## config.mk

```make
export PLATFORM = sky130hd
export DESIGN_NAME = axis_bist_multi
export DESIGN_NICKNAME = d
export VERILOG_FILES = /design/src/rtl/axis_bist_multi.sv
export SDC_FILE = /design/constraint.sdc
export NUM_CORES = 2
export LEC_CHECK = 0
export ABC_CLOCK_PERIOD_IN_PS = 7000
export BUFFER_PORTS_ARGS = -buffer_cell sky130_fd_sc_hd__buf_4
export CAP_MARGIN = 20
export CORE_AREA = 3 3 308 310
export CTS_BUF_LIST = sky130_fd_sc_hd__clkbuf_4 sky130_fd_sc_hd__clkbuf_8
export DETAILED_ROUTE_END_ITERATION = 6
export DIE_AREA = 0 0 311 313
export GPL_TIMING_DRIVEN = 0
export HOLD_SLACK_MARGIN = 0.03
export PLACE_DENSITY = 0.69
export SYNTH_ARGS = -nofsm -noshare
export SYNTH_HDL_FRONTEND = slang
export SYNTH_SLANG_ARGS = --single-unit
```

## constraint.sdc

```tcl
create_clock -name bus_clk -period 7 [get_ports bus_clk]
set_input_delay 0 -clock bus_clk [delete_from_list [all_inputs] [get_ports bus_clk]]
set_output_delay 0 -clock bus_clk [all_outputs]
set_load 0.005 [all_outputs]
```

## src/rtl/axis_bist_multi.sv

```systemverilog
// rtl/axis_bist_multi.sv - multi-channel AXI-Stream BIST generator/checker
module axis_bist_multi #(
  parameter int WIDTH     = 64,
  parameter int NCHAN     = 2,
  parameter int SR_AWIDTH = 8,
  parameter int SR_BASE   = 0
) (
  input  logic                   bus_clk,
  input  logic                   bus_rst_n,
  input  logic                   set_stb,
  input  logic [SR_AWIDTH-1:0]   set_addr,
  input  logic [31:0]            set_data,
  output logic [31:0]            rb_data,
  output logic [NCHAN*WIDTH-1:0] m_tdata,
  output logic [NCHAN-1:0]       m_tlast,
  output logic [NCHAN-1:0]       m_tvalid,
  input  logic [NCHAN-1:0]       m_tready,
  input  logic [NCHAN*WIDTH-1:0] s_tdata,
  input  logic [NCHAN-1:0]       s_tlast,
  input  logic [NCHAN-1:0]       s_tvalid,
  output logic [NCHAN-1:0]       s_tready,
  output logic                   running,
  output logic                   done,
  output logic [NCHAN-1:0]       error
);

  localparam int BYTES = WIDTH / 8;
  localparam int LANES = WIDTH / 32;
  localparam logic [31:0] POLY = 32'h8020_0003;
  localparam logic [SR_AWIDTH-1:0] A_CTRL  = SR_AWIDTH'(SR_BASE + 0);
  localparam logic [SR_AWIDTH-1:0] A_CFG   = SR_AWIDTH'(SR_BASE + 1);
  localparam logic [SR_AWIDTH-1:0] A_THR   = SR_AWIDTH'(SR_BASE + 2);
  localparam logic [SR_AWIDTH-1:0] A_SEED  = SR_AWIDTH'(SR_BASE + 3);
  localparam logic [SR_AWIDTH-1:0] A_RBSEL = SR_AWIDTH'(SR_BASE + 4);

  typedef enum logic [1:0] {T_IDLE, T_RUN, T_DRAIN, T_DONE} top_t;
  typedef enum logic [1:0] {G_IDLE, G_SEND, G_GAP, G_STOP} gen_t;

  // Galois LFSR x^32+x^22+x^2+x+1, shifting toward bit 0
  function automatic logic [31:0] lfsr_step(input logic [31:0] s);
    return s[0] ? ((s >> 1) ^ POLY) : (s >> 1);
  endfunction

  logic             go_r, cont_r, len_ramp_r;
  logic [1:0]       pat_r;
  logic [NCHAN-1:0] en_r;
  logic [17:0]      num_pkts_r;
  logic [12:0]      pkt_len_r;
  logic [15:0]      thr_r;
  logic [31:0]      seed_r;
  logic [2:0]       rb_sel_r;

  logic unused_set;
  assign unused_set = ^set_data;

  top_t top_state, top_next;
  logic go_rise;
  logic [NCHAN-1:0] data_err, len_err, d_err_now, l_err_now, gen_stop;
  logic any_err, all_stopped, counts_match;
  logic [31:0] tx_cnt [NCHAN];
  logic [31:0] rx_cnt [NCHAN];
  logic [13:0] rx_idx [NCHAN];
  logic [31:0] xfer_cnt, cyc_cnt, len_full;
  logic [13:0] len_words;
  logic [7:0]  fail_chan, ff_chan;
  logic [13:0] fail_idx, ff_idx;

  // A go rising edge is taken straight from the CTRL write so RUN begins the next cycle
  assign go_rise = set_stb && (set_addr == A_CTRL) && set_data[0] && !go_r &&
                   (top_state == T_IDLE || top_state == T_DONE);

  assign any_err     = |(data_err | len_err);
  assign error       = data_err | len_err;
  assign all_stopped = &gen_stop;
  assign s_tready    = '1;

  // Settings register file
  always_ff @(posedge bus_clk or negedge bus_rst_n) begin
    if (!bus_rst_n) begin
      go_r <= 1'b0; cont_r <= 1'b0; pat_r <= '0; en_r <= '0;
      num_pkts_r <= '0; pkt_len_r <= '0; len_ramp_r <= 1'b0;
      thr_r <= '0; seed_r <= '0; rb_sel_r <= '0;
    end else if (set_stb) begin
      if (set_addr == A_CTRL) begin
        go_r   <= set_data[0];
        cont_r <= set_data[1];
        pat_r  <= set_data[3:2];
        en_r   <= set_data[8 +: NCHAN];
      end
      if (set_addr == A_CFG) begin
        num_pkts_r <= set_data[17:0];
        pkt_len_r  <= set_data[30:18];
        len_ramp_r <= set_data[31];
      end
      if (set_addr == A_THR)   thr_r    <= set_data[15:0];
      if (set_addr == A_SEED)  seed_r   <= set_data;
      if (set_addr == A_RBSEL) rb_sel_r <= set_data[2:0];
    end
  end

  // Words per packet, never less than one
  always_comb begin
    len_full  = (32'(pkt_len_r) + 32'(BYTES - 1)) / 32'(BYTES);
    len_words = (len_full == 32'd0) ? 14'd1 : 14'(len_full);
  end

  // Drain is complete when every enabled channel has received what it sent
  always_comb begin
    counts_match = 1'b1;
    for (int i = 0; i < NCHAN; i++)
      if (en_r[i] && (tx_cnt[i] != rx_cnt[i])) counts_match = 1'b0;
  end

  // Top-level test sequencing
  always_ff @(posedge bus_clk or negedge bus_rst_n) begin
    if (!bus_rst_n) top_state <= T_IDLE;
    else            top_state <= top_next;
  end

  // Top-level next state
  always_comb begin
    top_next = top_state;
    case (top_state)
      T_IDLE:  if (go_rise) top_next = T_RUN;
      T_RUN:   if (all_stopped) top_next = T_DRAIN;
      T_DRAIN: if (any_err || counts_match) top_next = T_DONE;
      T_DONE: begin
        if (go_rise)    top_next = T_RUN;
        else if (!go_r) top_next = T_IDLE;
      end
      default: top_next = T_IDLE;
    endcase
  end

  // Status flags; done holds through IDLE until the next go edge
  always_ff @(posedge bus_clk or negedge bus_rst_n) begin
    if (!bus_rst_n) begin
      running <= 1'b0;
      done    <= 1'b0;
    end else begin
      running <= (top_next == T_RUN) || (top_next == T_DRAIN);
      if (go_rise)                  done <= 1'b0;
      else if (top_next == T_DONE)  done <= 1'b1;
    end
  end

  // Saturating throughput counters
  always_ff @(posedge bus_clk or negedge bus_rst_n) begin
    if (!bus_rst_n) begin
      xfer_cnt <= '0;
      cyc_cnt  <= '0;
    end else if (go_rise) begin
      xfer_cnt <= '0;
      cyc_cnt  <= '0;
    end else begin
      if (|(m_tvalid & m_tready) && xfer_cnt != '1) xfer_cnt <= xfer_cnt + 32'd1;
      if (running && cyc_cnt != '1)                 cyc_cnt  <= cyc_cnt + 32'd1;
    end
  end

  // Sticky error flags, cleared when a new run starts
  always_ff @(posedge bus_clk or negedge bus_rst_n) begin
    if (!bus_rst_n) begin
      data_err <= '0;
      len_err  <= '0;
    end else if (go_rise) begin
      data_err <= '0;
      len_err  <= '0;
    end else begin
      data_err <= data_err | d_err_now;
      len_err  <= len_err  | l_err_now;
    end
  end

  // Lowest-numbered channel failing this cycle, with its word index
  always_comb begin
    ff_chan = '0;
    ff_idx  = '0;
    for (int i = NCHAN - 1; i >= 0; i--)
      if (d_err_now[i] || l_err_now[i]) begin
        ff_chan = 8'(i);
        ff_idx  = rx_idx[i];
      end
  end

  // Record only the first failure of the run
  always_ff @(posedge bus_clk or negedge bus_rst_n) begin
    if (!bus_rst_n) begin
      fail_chan <= '0;
      fail_idx  <= '0;
    end else if (go_rise) begin
      fail_chan <= '0;
      fail_idx  <= '0;
    end else if (!any_err && |(d_err_now | l_err_now)) begin
      fail_chan <= ff_chan;
      fail_idx  <= ff_idx;
    end
  end

  // Readback mux
  always_comb begin
    rb_data = '0;
    case (rb_sel_r)
      3'd0: begin
        rb_data[8 +: NCHAN] = error;
        rb_data[3] = |len_err;
        rb_data[2] = |data_err;
        rb_data[1] = done;
        rb_data[0] = running;
      end
      3'd1:    rb_data = xfer_cnt;
      3'd2:    rb_data = cyc_cnt;
      3'd3:    rb_data = {fail_chan, 10'd0, fail_idx};
      default: rb_data = '0;
    endcase
  end

  for (genvar c = 0; c < NCHAN; c++) begin : g_chan
    gen_t        g_state, g_next;
    logic [13:0] g_idx, g_len, g_rlen, g_rlen_inc, g_rlen_now, g_new_len;
    logic [15:0] g_gap;
    logic [31:0] g_lfsr, g_cnt, g_sent, g_lane, seed_c;
    logic        g_hs, g_last, g_stop, g_start;

    logic [13:0] r_idx, r_rlen, r_len;
    logic [31:0] r_lfsr, r_cnt, r_lane;
    logic        r_check;

    assign seed_c     = seed_r ^ 32'(c);
    assign g_hs       = m_tvalid[c] & m_tready[c];
    assign g_last     = (g_idx == g_len - 14'd1);
    assign g_rlen_inc = (g_rlen >= len_words) ? 14'd1 : g_rlen + 14'd1;
    assign g_rlen_now = (g_hs && g_last) ? g_rlen_inc : g_rlen;
    assign g_sent     = (g_hs && g_last) ? g_cnt + 32'd1 : g_cnt;
    assign g_new_len  = len_ramp_r ? g_rlen_now : len_words;
    assign g_stop     = !en_r[c] || !go_r ||
                        (!cont_r && g_sent >= 32'(num_pkts_r)) || (cont_r && any_err);
    assign g_start    = (g_next == G_SEND) && (g_state != G_SEND || (g_hs && g_last));

    assign m_tvalid[c] = (g_state == G_SEND);
    assign m_tlast[c]  = (g_state == G_SEND) && g_last;
    assign m_tdata[c*WIDTH +: WIDTH] = {LANES{g_lane}};
    assign gen_stop[c] = (g_state == G_STOP);
    assign tx_cnt[c]   = g_cnt;
    assign rx_cnt[c]   = r_cnt;
    assign rx_idx[c]   = r_idx;

    // Generator lane pattern
    always_comb begin
      case (pat_r)
        2'd0:    g_lane = seed_r;
        2'd2:    g_lane = g_lfsr;
        default: g_lane = seed_r + 32'(g_idx);
      endcase
    end

    // Generator state register; a new run restarts from IDLE
    always_ff @(posedge bus_clk or negedge bus_rst_n) begin
      if (!bus_rst_n)   g_state <= G_IDLE;
      else if (go_rise) g_state <= G_IDLE;
      else              g_state <= g_next;
    end

    // Generator next state; stop is only decided on packet boundaries
    always_comb begin
      g_next = g_state;
      case (g_state)
        G_IDLE: if (top_state == T_RUN) g_next = g_stop ? G_STOP : G_SEND;
        G_SEND: if (g_hs && g_last) begin
          if (thr_r != 16'd0) g_next = G_GAP;
          else                g_next = g_stop ? G_STOP : G_SEND;
        end
        G_GAP:  if (g_gap <= 16'd1) g_next = g_stop ? G_STOP : G_SEND;
        default: g_next = g_state;
      endcase
    end

    // Generator datapath: word index, packet length, LFSR, gap timer, packet count
    always_ff @(posedge bus_clk or negedge bus_rst_n) begin
      if (!bus_rst_n) begin
        g_idx <= '0; g_len <= '0; g_rlen <= '0; g_gap <= '0; g_lfsr <= '0; g_cnt <= '0;
      end else if (go_rise) begin
        g_idx  <= '0;
        g_len  <= 14'd1;
        g_rlen <= 14'd1;
        g_gap  <= '0;
        g_lfsr <= (seed_c == 32'd0) ? 32'd1 : seed_c;
        g_cnt  <= '0;
      end else begin
        if (g_hs) begin
          g_idx  <= g_last ? 14'd0 : g_idx + 14'd1;
          g_lfsr <= lfsr_step(g_lfsr);
        end
        if (g_hs && g_last) begin
          g_cnt  <= g_cnt + 32'd1;
          g_rlen <= g_rlen_inc;
        end
        if (g_start) g_len <= g_new_len;
        if (g_state == G_SEND && g_next == G_GAP) g_gap <= thr_r;
        else if (g_state == G_GAP)                g_gap <= g_gap - 16'd1;
      end
    end

    assign r_check = s_tvalid[c] && s_tready[c] && en_r[c] &&
                     (top_state == T_RUN || top_state == T_DRAIN);
    assign r_len   = len_ramp_r ? r_rlen : len_words;

    // Checker reference lane
    always_comb begin
      case (pat_r)
        2'd0:    r_lane = seed_r;
        2'd2:    r_lane = r_lfsr;
        default: r_lane = seed_r + 32'(r_idx);
      endcase
    end

    assign d_err_now[c] = r_check && (s_tdata[c*WIDTH +: WIDTH] != {LANES{r_lane}});
    assign l_err_now[c] = r_check && (s_tlast[c] != (r_idx == r_len - 14'd1));

    // Checker tracks packet boundaries by the returning tlast
    always_ff @(posedge bus_clk or negedge bus_rst_n) begin
      if (!bus_rst_n) begin
        r_idx <= '0; r_rlen <= '0; r_lfsr <= '0; r_cnt <= '0;
      end else if (go_rise) begin
        r_idx  <= '0;
        r_rlen <= 14'd1;
        r_lfsr <= (seed_c == 32'd0) ? 32'd1 : seed_c;
        r_cnt  <= '0;
      end else if (r_check) begin
        r_lfsr <= lfsr_step(r_lfsr);
        if (s_tlast[c]) begin
          r_idx  <= '0;
          r_cnt  <= r_cnt + 32'd1;
          r_rlen <= (r_rlen >= len_words) ? 14'd1 : r_rlen + 14'd1;
        end else begin
          r_idx <= r_idx + 14'd1;
        end
      end
    end
  end

endmodule

```

==> impl_metrics.ini <==
[detailed_routing]
vias = 45430
vias_per_cell = 6.311
routed_wl_mm = 186.9
drt_iter0_markers = 5940
drtAntennaViolNets = 0
drc = 0
dr.pass1.iters = 6
wire_per_inst_um = 25.96

[outcome]
status = complete, no violations

[floorplanning]
fp.dieH_um = 313
rows = 111
die_w_um = 311
dieArea_mm2 = 0.09734
initial_core_util_pct = 47.95
num_io_pins = 347
core_area_mm2 = 0.09194

[worst_setup_path]
required_ns = 7.65
worstPathMaxFanout = 11
critical_path_arrival_ns = 7.64
start_kind = flip-flop
crit_type = reg -> reg
end_kind = flip-flop

[sta]
hold_viol = 0
fmax_mhz = 143.0
slew_viol_final = 0
holdWs_ns = 0.06618
skew_ns = 0.05365
worst_pin_slew_ns = 1.252
rsz0062_at_grt = false
fin_crit_sh_pct = 99.89
period_minus_slack_ns = 6.992
setup_viol = 0
slew_headroom_pct = 15.88

[synthesis]
synth_top_area_share_pct = 34.51
synth-edff-count = 0
synth-seq-cells = 608
synth_cell_type_count = 101
syn_inst = 5324
synth_top_cell_by_area = dfrtp_1
synth_area_per_cell_um2 = 8.280
synth-async-reset-ratio_pct = 100.0
yosysSeqAreaShare_pct = 34.51
ys.flop_type = dfrtp_1
synth_area_leaders = dfrtp_1, nand2_1, xor2_1
synth_area_mm2 = 0.04408
ys_warn_count = 0

[placement]
dp_hpwl_mm = 143.6
portBuffers = 343
dpl_cell_area_mm2 = 0.04845
dp_cells = 6926
gp_congestion = 1.078

[power]
powerDensity_mw_per_mm2 = 199.9
irDropWorstVdd_mv = 0.1655
p_leak_nw = 23.64

[cts]
cts.clk_slew.worst_paths_ns = 0.06
cts_root_buf = clkbuf_8
htreeDepth = 3
clk-insertion-delay-late_ns = 0.79
clock-sinks = 608
cts_tree = built
clk_path_buf_depth = 3
cts_buffers = 107

[finish]
layout-drive-gt1-share_pct = 13.98
area_growth_pct = 17.00
nFillCells = 8563
fin_nets = 6216
finalNonFillerCells = 7199
final_area_mm2 = 0.05158

[global_routing]
gr-total-overflow = 0
track_usage_pct = 36.97
grt_max_degree = 116
grt_pass1_wl_mm = 274.3
grt_pass1_vias = 42420
grt_antenna_before_repair = 5

[run]
drv_cap = 0

[hold_path]
hold_path.class = in -> reg
[kinds of logic after synthesis]
family	after synthesis	synth area share, %
simple gates	2189	23.96
compound gates	1208	17.59
flops	608	34.51
buf+inv	483	4.805
xor+xnor	457	9.111
mux	211	5.197
fa+ha+maj	167	4.808
other cells	1	0.008507
[area by class of cell]
cell class                      count  area, um^2  area share, %
Multi-Input combinational cell   4234       26820          52.01
Inverter                          133       499.2         0.9680
Clock inverter                     26       165.2         0.3202
Antenna cell                        4       10.01        0.01941
Timing Repair Buffer              438        3611          7.001
Tap cell                         1243        1555          3.015
Sequential cell                   608       15210          29.50
Clock buffer                      163        2068          4.010
Buffer                            350        1629          3.159
[worst max-delay path, stage by stage, from the launching register on]
cell,delay (ns)
dfrtp_1,0.72
ha_1,0.44
fa_1,0.44
a211oi_1,0.54
o21ai_0,0.22
o211ai_1,0.48
nand2_1,0.56
xnor2_1,0.38
mux2i_1,0.11
nor4_1,0.39
o2111ai_1,0.18
dlygate4sd3_1,0.59
o31ai_1,0.28
dlygate4sd3_1,0.61
buf_4,0.17
a21oi_4,0.10
buf_2,0.21
a22o_1,0.26
a21o_1,0.16
[per-stage QoR]
step	setup slack, ns	utilization (%)	TNS, ns	total power [mW]
finish	0.007998	56.10	0	10.31
CTS	0.1174	56.03	0	10.23
global placement	-1.073	52.44	-603.94	6.653
detailed placement	-0.6745	52.70	-6.774	6.712
global route	0.03956	56.09	0	10.70
floorplan	1.551	-	0	5.607
[power breakdown]
group / internal [mW] / switching (mW) / total (mW)
Combinational: 1.09 / 1.52 / 2.61
Clock: 1.88 / 1.62 / 3.50
Sequential: 3.79 / 0.412 / 4.20
[layer usage]
layer / up-vias / global-route usage (%) / share of wire (%)
li1: 20110 / - / -
met1: 22000 / 48.74 / 40
met4: 0 / 21.69 / 6.8
met5: - / 0 / 0
met3: 622 / 9.600 / 11
met2: 2698 / 54.81 / 42
[path summary, 6_finish.rpt]
kind	from	end	slack, ns	cells past startpoint
max in group asynchronous	bus_rst_n	thr_r[9]	5.07	6
min	set_data[31]	g_chan[0].seed_c[31]	0.07	3
min in group asynchronous	bus_rst_n	g_chan[1].g_idx[10]	0.39	4
min reg2reg	fail_idx[3]	fail_idx[3]	0.48	1
max	g_chan[0].seed_c[0]	fail_idx[9]	0.008	18
max reg2reg	g_chan[0].seed_c[0]	fail_idx[9]	0.008	18
[registers in the layout, indices dropped and copies added, names as in the netlist, 32 cells and up]
signal         cells
g_chan.r_lfsr     64
g_chan.r_cnt      64
cyc_cnt           32
g_chan.g_gap      32
g_chan.seed_c     32
g_chan.g_lfsr     64
xfer_cnt          32
g_chan.g_cnt      64
[layout by cell type, fill, tap and decap left out, types with 154 or more instances in the layout]
cell      instances
a21oi_1         297
nor2_1          579
nand3_1         185
xnor2_1         194
buf_4           417
ha_1            163
clkbuf_1        225
dfrtp_1         608
nand2_1         643
o21ai_0         268
xor2_1          262
a31oi_1         154
[cells in the mapped netlist, drive strengths merged, types with 61 or more instances]
library cell and count:
nand4 89, and2 75, nand2 643, nor3 139, nor2 580, xor2 262
nor4 84, nor2b 61, a211oi 92, clkbuf 227, and3 97, ha 163
buf 123, a21oi 298, inv 132, o21ai 276, mux2i 104, xnor2 194
a31oi 154, nand3 185, mux2 103, dfrtp 608
[what timing repair did]
action | 4_1_cts | 5_1_grt
setup endpoints to repair | 14 | 32
setup buffers | 2 | 0
endpoints found under the hold margin | 303 | 0
gates resized for setup | 5 | 13
hold buffers | 76 | 0
pin swaps | 1 | 0
Note: power is estimated with default switching activity, not from simulation.
